## config.mk

```make
export PLATFORM = sky130hd
export DESIGN_NAME = tex_uart_tx
export DESIGN_NICKNAME = d
export VERILOG_FILES = /design/src/rtl/tex_pkg.sv /design/src/rtl/tex_pair_fifo.sv /design/src/rtl/tex_uart_tx.sv
export SDC_FILE = /design/constraint.sdc
export NUM_CORES = 1
export LEC_CHECK = 0
export ABC_AREA = 1
export CELL_PAD_IN_SITES_DETAIL_PLACEMENT = 1
export CELL_PAD_IN_SITES_GLOBAL_PLACEMENT = 1
export CORE_ASPECT_RATIO = 0.8
export CORE_UTILIZATION = 41
export CTS_BUF_LIST = sky130_fd_sc_hd__clkbuf_16
export CTS_CLUSTER_SIZE = 12
export DETAILED_ROUTE_END_ITERATION = 10
export PLACE_DENSITY = 0.67
export SYNTH_ARGS = -nofsm -noshare
export SYNTH_HDL_FRONTEND = slang
export SYNTH_SLANG_ARGS = --single-unit
```

## constraint.sdc

```tcl
create_clock -name clk -period 4.25 [get_ports clk]
set_input_delay 0.85 -clock clk [delete_from_list [all_inputs] [get_ports clk]]
set_output_delay 0.85 -clock clk [all_outputs]
set_load 0.01 [all_outputs]
```

## src/rtl/tex_pkg.sv

```systemverilog
// Shared types and constants for the TeX transform datapath and its UART output stage.
package tex_pkg;

   localparam logic [7:0] CHAR_CR = 8'h0D;
   localparam logic [7:0] CHAR_LF = 8'h0A;

   // Output selection; encoding 3 is treated like MODE_RHS.
   localparam logic [1:0] MODE_RHS  = 2'd0;
   localparam logic [1:0] MODE_LHS  = 2'd1;
   localparam logic [1:0] MODE_BOTH = 2'd2;

   typedef enum logic [1:0] {
      TX_IDLE  = 2'd0,
      TX_START = 2'd1,
      TX_DATA  = 2'd2,
      TX_STOP  = 2'd3
   } tx_state_t;

   // One transform-table pair as produced by the transformer stage.
   typedef struct packed {
      logic [7:0] lhs;
      logic [7:0] rhs;
      logic       eol;
   } tex_pair_t;

   localparam int PAIR_W = $bits(tex_pair_t);

   // Index of the last byte in an entry's emit sequence (0..3).
   function automatic logic [1:0] emit_last_idx(input logic [1:0] mode, input logic eol);
      logic [1:0] last;
      last = (mode == MODE_BOTH) ? 2'd1 : 2'd0;
      if (eol) begin
         last = last + 2'd2;
      end
      return last;
   endfunction

   // Byte at position idx of an entry's emit sequence: selected characters, then CR LF.
   function automatic logic [7:0] emit_byte(input tex_pair_t pair, input logic [1:0] mode,
                                            input logic [1:0] idx);
      logic [1:0] chars_last;
      logic [7:0] b;
      chars_last = (mode == MODE_BOTH) ? 2'd1 : 2'd0;
      if (idx == 2'd0) begin
         b = (mode == MODE_LHS || mode == MODE_BOTH) ? pair.lhs : pair.rhs;
      end else if (idx <= chars_last) begin
         b = pair.rhs;
      end else if (idx == chars_last + 2'd1) begin
         b = CHAR_CR;
      end else begin
         b = CHAR_LF;
      end
      return b;
   endfunction

endpackage

```

## src/rtl/tex_pair_fifo.sv

```systemverilog
// Synchronous FIFO with extra-MSB pointers; head entry is visible combinationally on rd_data.
module tex_pair_fifo #(
   parameter int DEPTH = 4,
   parameter int WIDTH = 17
) (
   input  logic             clk,
   input  logic             rst_n,
   input  logic             wr_en,
   input  logic [WIDTH-1:0] wr_data,
   input  logic             rd_en,
   output logic [WIDTH-1:0] rd_data,
   output logic             full,
   output logic             empty
);

   localparam int PTR_W = (DEPTH > 1) ? $clog2(DEPTH) : 1;

   logic [WIDTH-1:0] mem [DEPTH];
   logic [PTR_W:0]   wr_ptr_reg;
   logic [PTR_W:0]   rd_ptr_reg;
   logic             push;
   logic             pop;

   assign full  = (wr_ptr_reg[PTR_W] != rd_ptr_reg[PTR_W]) &&
                  (wr_ptr_reg[PTR_W-1:0] == rd_ptr_reg[PTR_W-1:0]);
   assign empty = (wr_ptr_reg == rd_ptr_reg);

   // A full queue refuses writes even if a pop happens on the same edge.
   assign push = wr_en && !full;
   assign pop  = rd_en && !empty;

   assign rd_data = mem[rd_ptr_reg[PTR_W-1:0]];

   // Storage array; contents need no reset since the pointers gate visibility.
   always_ff @(posedge clk) begin
      if (push) begin
         mem[wr_ptr_reg[PTR_W-1:0]] <= wr_data;
      end
   end

   // Read/write pointer update.
   always_ff @(posedge clk or negedge rst_n) begin
      if (!rst_n) begin
         wr_ptr_reg <= '0;
         rd_ptr_reg <= '0;
      end else begin
         if (push) begin
            wr_ptr_reg <= wr_ptr_reg + 1'b1;
         end
         if (pop) begin
            rd_ptr_reg <= rd_ptr_reg + 1'b1;
         end
      end
   end

endmodule

```

## src/rtl/tex_uart_tx.sv

```systemverilog
// Queues (lhs, rhs, eol) pairs and serialises the selected characters as UART 8N1.
module tex_uart_tx
   import tex_pkg::*;
#(
   parameter int CLKS_PER_BIT = 16,
   parameter int FIFO_DEPTH   = 4
) (
   input  logic       clk,
   input  logic       rst_n,
   input  logic       in_valid,
   output logic       in_ready,
   input  logic [7:0] in_lhs,
   input  logic [7:0] in_rhs,
   input  logic       in_eol,
   input  logic [1:0] mode,
   output logic       tx,
   output logic       busy
);

   localparam int BAUD_W = (CLKS_PER_BIT > 1) ? $clog2(CLKS_PER_BIT) : 1;
   localparam logic [BAUD_W-1:0] BAUD_LAST = BAUD_W'(CLKS_PER_BIT - 1);

   tex_pair_t          wr_pair;
   tex_pair_t          head_pair;
   logic [PAIR_W-1:0]  fifo_rd_data;
   logic               fifo_full;
   logic               fifo_empty;
   logic               fifo_pop;

   tx_state_t          state_reg,    state_next;
   logic [BAUD_W-1:0]  baud_reg,     baud_next;
   logic [2:0]         bit_idx_reg,  bit_idx_next;
   logic [7:0]         shift_reg,    shift_next;
   logic               tx_reg,       tx_next;
   logic [1:0]         seq_idx_reg,  seq_idx_next;
   logic [1:0]         mode_lat_reg, mode_lat_next;

   logic [1:0]         eff_mode;
   logic               baud_done;
   logic [2:0]         bit_idx_inc;

   assign wr_pair.lhs = in_lhs;
   assign wr_pair.rhs = in_rhs;
   assign wr_pair.eol = in_eol;
   assign head_pair   = tex_pair_t'(fifo_rd_data);

   tex_pair_fifo #(
      .DEPTH (FIFO_DEPTH),
      .WIDTH (PAIR_W)
   ) u_fifo (
      .clk     (clk),
      .rst_n   (rst_n),
      .wr_en   (in_valid),
      .wr_data (wr_pair),
      .rd_en   (fifo_pop),
      .rd_data (fifo_rd_data),
      .full    (fifo_full),
      .empty   (fifo_empty)
   );

   assign in_ready = !fifo_full;
   assign busy     = !fifo_empty || (state_reg != TX_IDLE);
   assign tx       = tx_reg;

   // The live mode applies only to an entry's first byte; later bytes use the latched copy.
   assign eff_mode    = (seq_idx_reg == 2'd0) ? mode : mode_lat_reg;
   assign baud_done   = (baud_reg == BAUD_LAST);
   assign bit_idx_inc = bit_idx_reg + 3'd1;

   // State and datapath registers.
   always_ff @(posedge clk or negedge rst_n) begin
      if (!rst_n) begin
         state_reg    <= TX_IDLE;
         baud_reg     <= '0;
         bit_idx_reg  <= '0;
         shift_reg    <= '0;
         tx_reg       <= 1'b1;
         seq_idx_reg  <= '0;
         mode_lat_reg <= '0;
      end else begin
         state_reg    <= state_next;
         baud_reg     <= baud_next;
         bit_idx_reg  <= bit_idx_next;
         shift_reg    <= shift_next;
         tx_reg       <= tx_next;
         seq_idx_reg  <= seq_idx_next;
         mode_lat_reg <= mode_lat_next;
      end
   end

   // Emit sequencer and UART framing; the entry is popped when its final byte loads.
   always_comb begin
      state_next    = state_reg;
      baud_next     = baud_reg;
      bit_idx_next  = bit_idx_reg;
      shift_next    = shift_reg;
      tx_next       = tx_reg;
      seq_idx_next  = seq_idx_reg;
      mode_lat_next = mode_lat_reg;
      fifo_pop      = 1'b0;

      case (state_reg)
         TX_IDLE: begin
            tx_next = 1'b1;
            if (!fifo_empty) begin
               shift_next    = emit_byte(head_pair, eff_mode, seq_idx_reg);
               tx_next       = 1'b0;
               baud_next     = '0;
               bit_idx_next  = '0;
               mode_lat_next = eff_mode;
               state_next    = TX_START;
               if (seq_idx_reg == emit_last_idx(eff_mode, head_pair.eol)) begin
                  fifo_pop     = 1'b1;
                  seq_idx_next = 2'd0;
               end else begin
                  seq_idx_next = seq_idx_reg + 2'd1;
               end
            end
         end
         TX_START: begin
            if (baud_done) begin
               baud_next  = '0;
               tx_next    = shift_reg[0];
               state_next = TX_DATA;
            end else begin
               baud_next = baud_reg + 1'b1;
            end
         end
         TX_DATA: begin
            if (baud_done) begin
               baud_next = '0;
               if (bit_idx_reg == 3'd7) begin
                  tx_next    = 1'b1;
                  state_next = TX_STOP;
               end else begin
                  bit_idx_next = bit_idx_inc;
                  tx_next      = shift_reg[bit_idx_inc];
               end
            end else begin
               baud_next = baud_reg + 1'b1;
            end
         end
         TX_STOP: begin
            if (baud_done) begin
               baud_next  = '0;
               state_next = TX_IDLE;
            end else begin
               baud_next = baud_reg + 1'b1;
            end
         end
         default: begin
            state_next = TX_IDLE;
            tx_next    = 1'b1;
         end
      endcase
   end

endmodule
```

==> flow_summary.toml <==
[placement]
dp_hpwl_mm = 6.20
io_buffers = 24
place_congestion = 0.791
place_inst = 564

[sta]
timing.fmax_mhz = 347
skew_ns = 0.00740
final-setup-viol-count = 0
hold_viol = 0
period_needed_ns = 2.88
drv_slew = 0
grt_setup_unrepaired = "no"
tns_ns = 0
finalCritPeriodShare = 0.678
maxSlewHeadroom = 0.461
tightest_slew_ns = 0.808

[clock_network]
tritoncts = "yes"
h-tree-depth = 3
cts_hold_buf = 0
cts_buffer_depth = 2
clkLatencyLatePin_ns = 0.35
cts-root-buf = "clkbuf_16"
cts.repair_timing.setup_buffer_count = 0
clock-sinks = 96
cts.reportedPaths.clkPinSlew_ns = 0.07
numCtsBuffers = 9
cts_resized = 0

[critical_path]
cpPeakStageDelay_ns = 0.47
crit_path_cell_trace = "inv_1, ha_1, inv_1, nor2_4, inv_1, clkdlybuf4s50_1"
cp_common_cell = "inv_1"
cp.required_ns = 3.40
critPathMaxFanout = 6
crit_arrival_ns = 2.03
critPathCaptureType = "output pin"
critical_path.startpoint = "state_reg[0]$_DFFE_PN0P_"
worstReg2RegStart = "seq_idx_reg[1]$_DFFE_PN0P_"
crit_slowest_cell = "clkdlybuf4s50_1"
timing_worst_setup_path_type = "reg -> out"
cp-start-kind = "flop"

[routing]
via_count = 2896
drt-initial-drc-count = 185
vias_per_cell = 4.99
drc = 0
dr.pass1.iters = 4
routed_wirelength_mm = 9.49
wl_per_cell_um = 16.4
antenna_left = 0

[synth]
syn_area_mm2 = 0.00431
yosys_register_bits = 96
ys_seq_area_frac = 0.636
avgSynthCellArea_um2 = 10.7
synth.yosys.warnings = 0
ys_types = 30
syn-num-nets = 441
netlist_instances = 404

[pwr]
power.density_mw_per_mm2 = 475
leakage_uw = 0.00207
ir_worst_vdd_mv = 0.319

[global_route]
grt_pass1_vias = 2989
grt_pass1_wl_mm = 15.6
antenna_found_initial = 0
grtUsageTotal = 0.196
grt_max_degree = 38
grt-ovfl-total = 0

[floorplanning]
io_pins = 25
dieArea_mm2 = 0.0109
core-area_mm2 = 0.0102
row_count = 33
die_w_um = 117
start_util = 0.421
die-height_um = 93.7

[flow_run]
drv_cap = 0

[worst_hold_path]
hold_start = "tx$_DFFE_PN1P_"
hold_path_class = "reg -> reg"

[final_layout]
antenna_cells = 0
finalNonFillerCells = 580
largest_register_ffs = 68
syn_to_final_growth_pct = 16.7
fin_nets = 472
fin_util = 0.491
drive_gt1_frac = 0.0818

[run_status]
status = "finished, final reports clean"
-- layer usage --
layer / vias to the layer above / share of wire / track usage
li1: 1435 / - / -
met1: 1412 / 0.49 / 0.269
met2: 39 / 0.46 / 0.307
met3: 10 / 0.041 / 0.0548
met4: 0 / 0.0096 / 0.0464
met5: - / 0 / 0
-- worst max-delay path, delay by kind of cell (launching register included) --
kind	cells	cell delay, ns
adders and majority gates	1	0.28
buffers and inverters	4	0.79
DFF	1	0.42
and+or+nand+nor	1	0.20
-- cells in the mapped netlist --
cell,number,area share
nand3_1,31,0.036
inv_6,1,0.0020
xor2_1,3,0.0061
nand3b_1,4,0.0070
nand2_4,1,0.0026
nand3_2,2,0.0046
o31ai_1,1,0.0017
buf_2,9,0.010
nor2_4,1,0.0026
nand2_1,87,0.076
xnor2_1,2,0.0041
o211ai_1,5,0.0087
edfxtp_1,68,0.47
dfstp_2,1,0.0061
buf_6,2,0.0052
o21bai_1,1,0.0017
a22o_1,1,0.0020
inv_2,1,0.00087
o21ai_2,5,0.010
o21ai_0,43,0.050
inv_1,29,0.025
dfrtp_1,27,0.16
mux2i_1,1,0.0023
o21ai_1,2,0.0023
nor2_1,54,0.047
ha_1,15,0.044
o22ai_1,2,0.0029
a21oi_1,3,0.0035
nand2_2,1,0.0015
xnor2_2,1,0.0038
-- cells in the final DEF, fill, tap and decap left out, drive strengths merged --
| cell type | count |
|---|---|
| nand2 | 89 |
| edfxtp | 68 |
| nor2 | 55 |
| o21ai | 50 |
| nand3 | 33 |
| inv | 32 |
| dfrtp | 27 |
| clkdlybuf4s50 | 24 |
| ha | 15 |
| clkbuf | 9 |
| buf | 7 |
| o211ai | 5 |
| nand3b | 4 |
| a21oi | 3 |
| xor2 | 3 |
| xnor2 | 3 |
| clkinv | 3 |
| o22ai | 2 |
| bufinv | 2 |
| mux2i | 1 |
| a22o | 1 |
| o21bai | 1 |
| o31ai | 1 |
| clkinvlp | 1 |
| dfstp | 1 |
-- cell type report --
class                           count  area [um2]
Tap cell                          140         175
Multi-Input combinational cell    266        1380
Timing Repair Buffer               31         293
Clock buffer                        9         225
Clock inverter                      7        93.8
Sequential cell                    96        2740
Inverter                           31         121
Fill cell                        1170        5210
-- power breakdown --
group | internal [uW] | switching [uW] | total [uW] | leakage (uW)
Combinational | 106 | 208 | 315 | 0.000945
Clock | 516 | 353 | 868 | 0.000153
Sequential | 1160 | 45.2 | 1210 | 0.000967
-- worst paths after layout --
| path | depth (start not counted) | endpoint | slack, ns |
|---|---|---|---|
| worst max register to register | 13 | shift_reg[7]$_DFFE_PN0P_ | 1.70 |
| max in group asynchronous | 2 | tx$_DFFE_PN1P_ | 3.04 |
| worst min-delay path | 2 | tx$_DFFE_PN1P_ | 0.47 |
| min in group asynchronous | 2 | mode_lat_reg[1]$_DFFE_PN0P_ | 0.90 |
| worst min register to register | 2 | tx$_DFFE_PN1P_ | 0.47 |
| worst max-delay path | 6 | busy | 1.37 |
-- metrics by stage --
step                      setup WS [ns]  power [uW]  hold WS (ns)  instance area, um2
final                              1.37        2390         0.475                5030
after detailed placement           1.36        1550         0.467                4710
after global placement             1.44        1530         0.459                4710
after global routing               1.22        2490         0.514                5030
after floorplan                    2.07        1400         0.446                4310
after CTS                          1.34        2430         0.479                5030
-- cells by family after synthesis --
kind of cell | synth area share
flip-flops | 0.636
multiplexers | 0.00232
AO/OA/AOI/OAI | 0.0830
XOR/XNOR | 0.0139
AND/OR/NAND/NOR | 0.177
buffers and inverters | 0.0438
adder cells (fa/ha/maj) | 0.0435
Note: power is estimated with default switching activity, not from simulation.
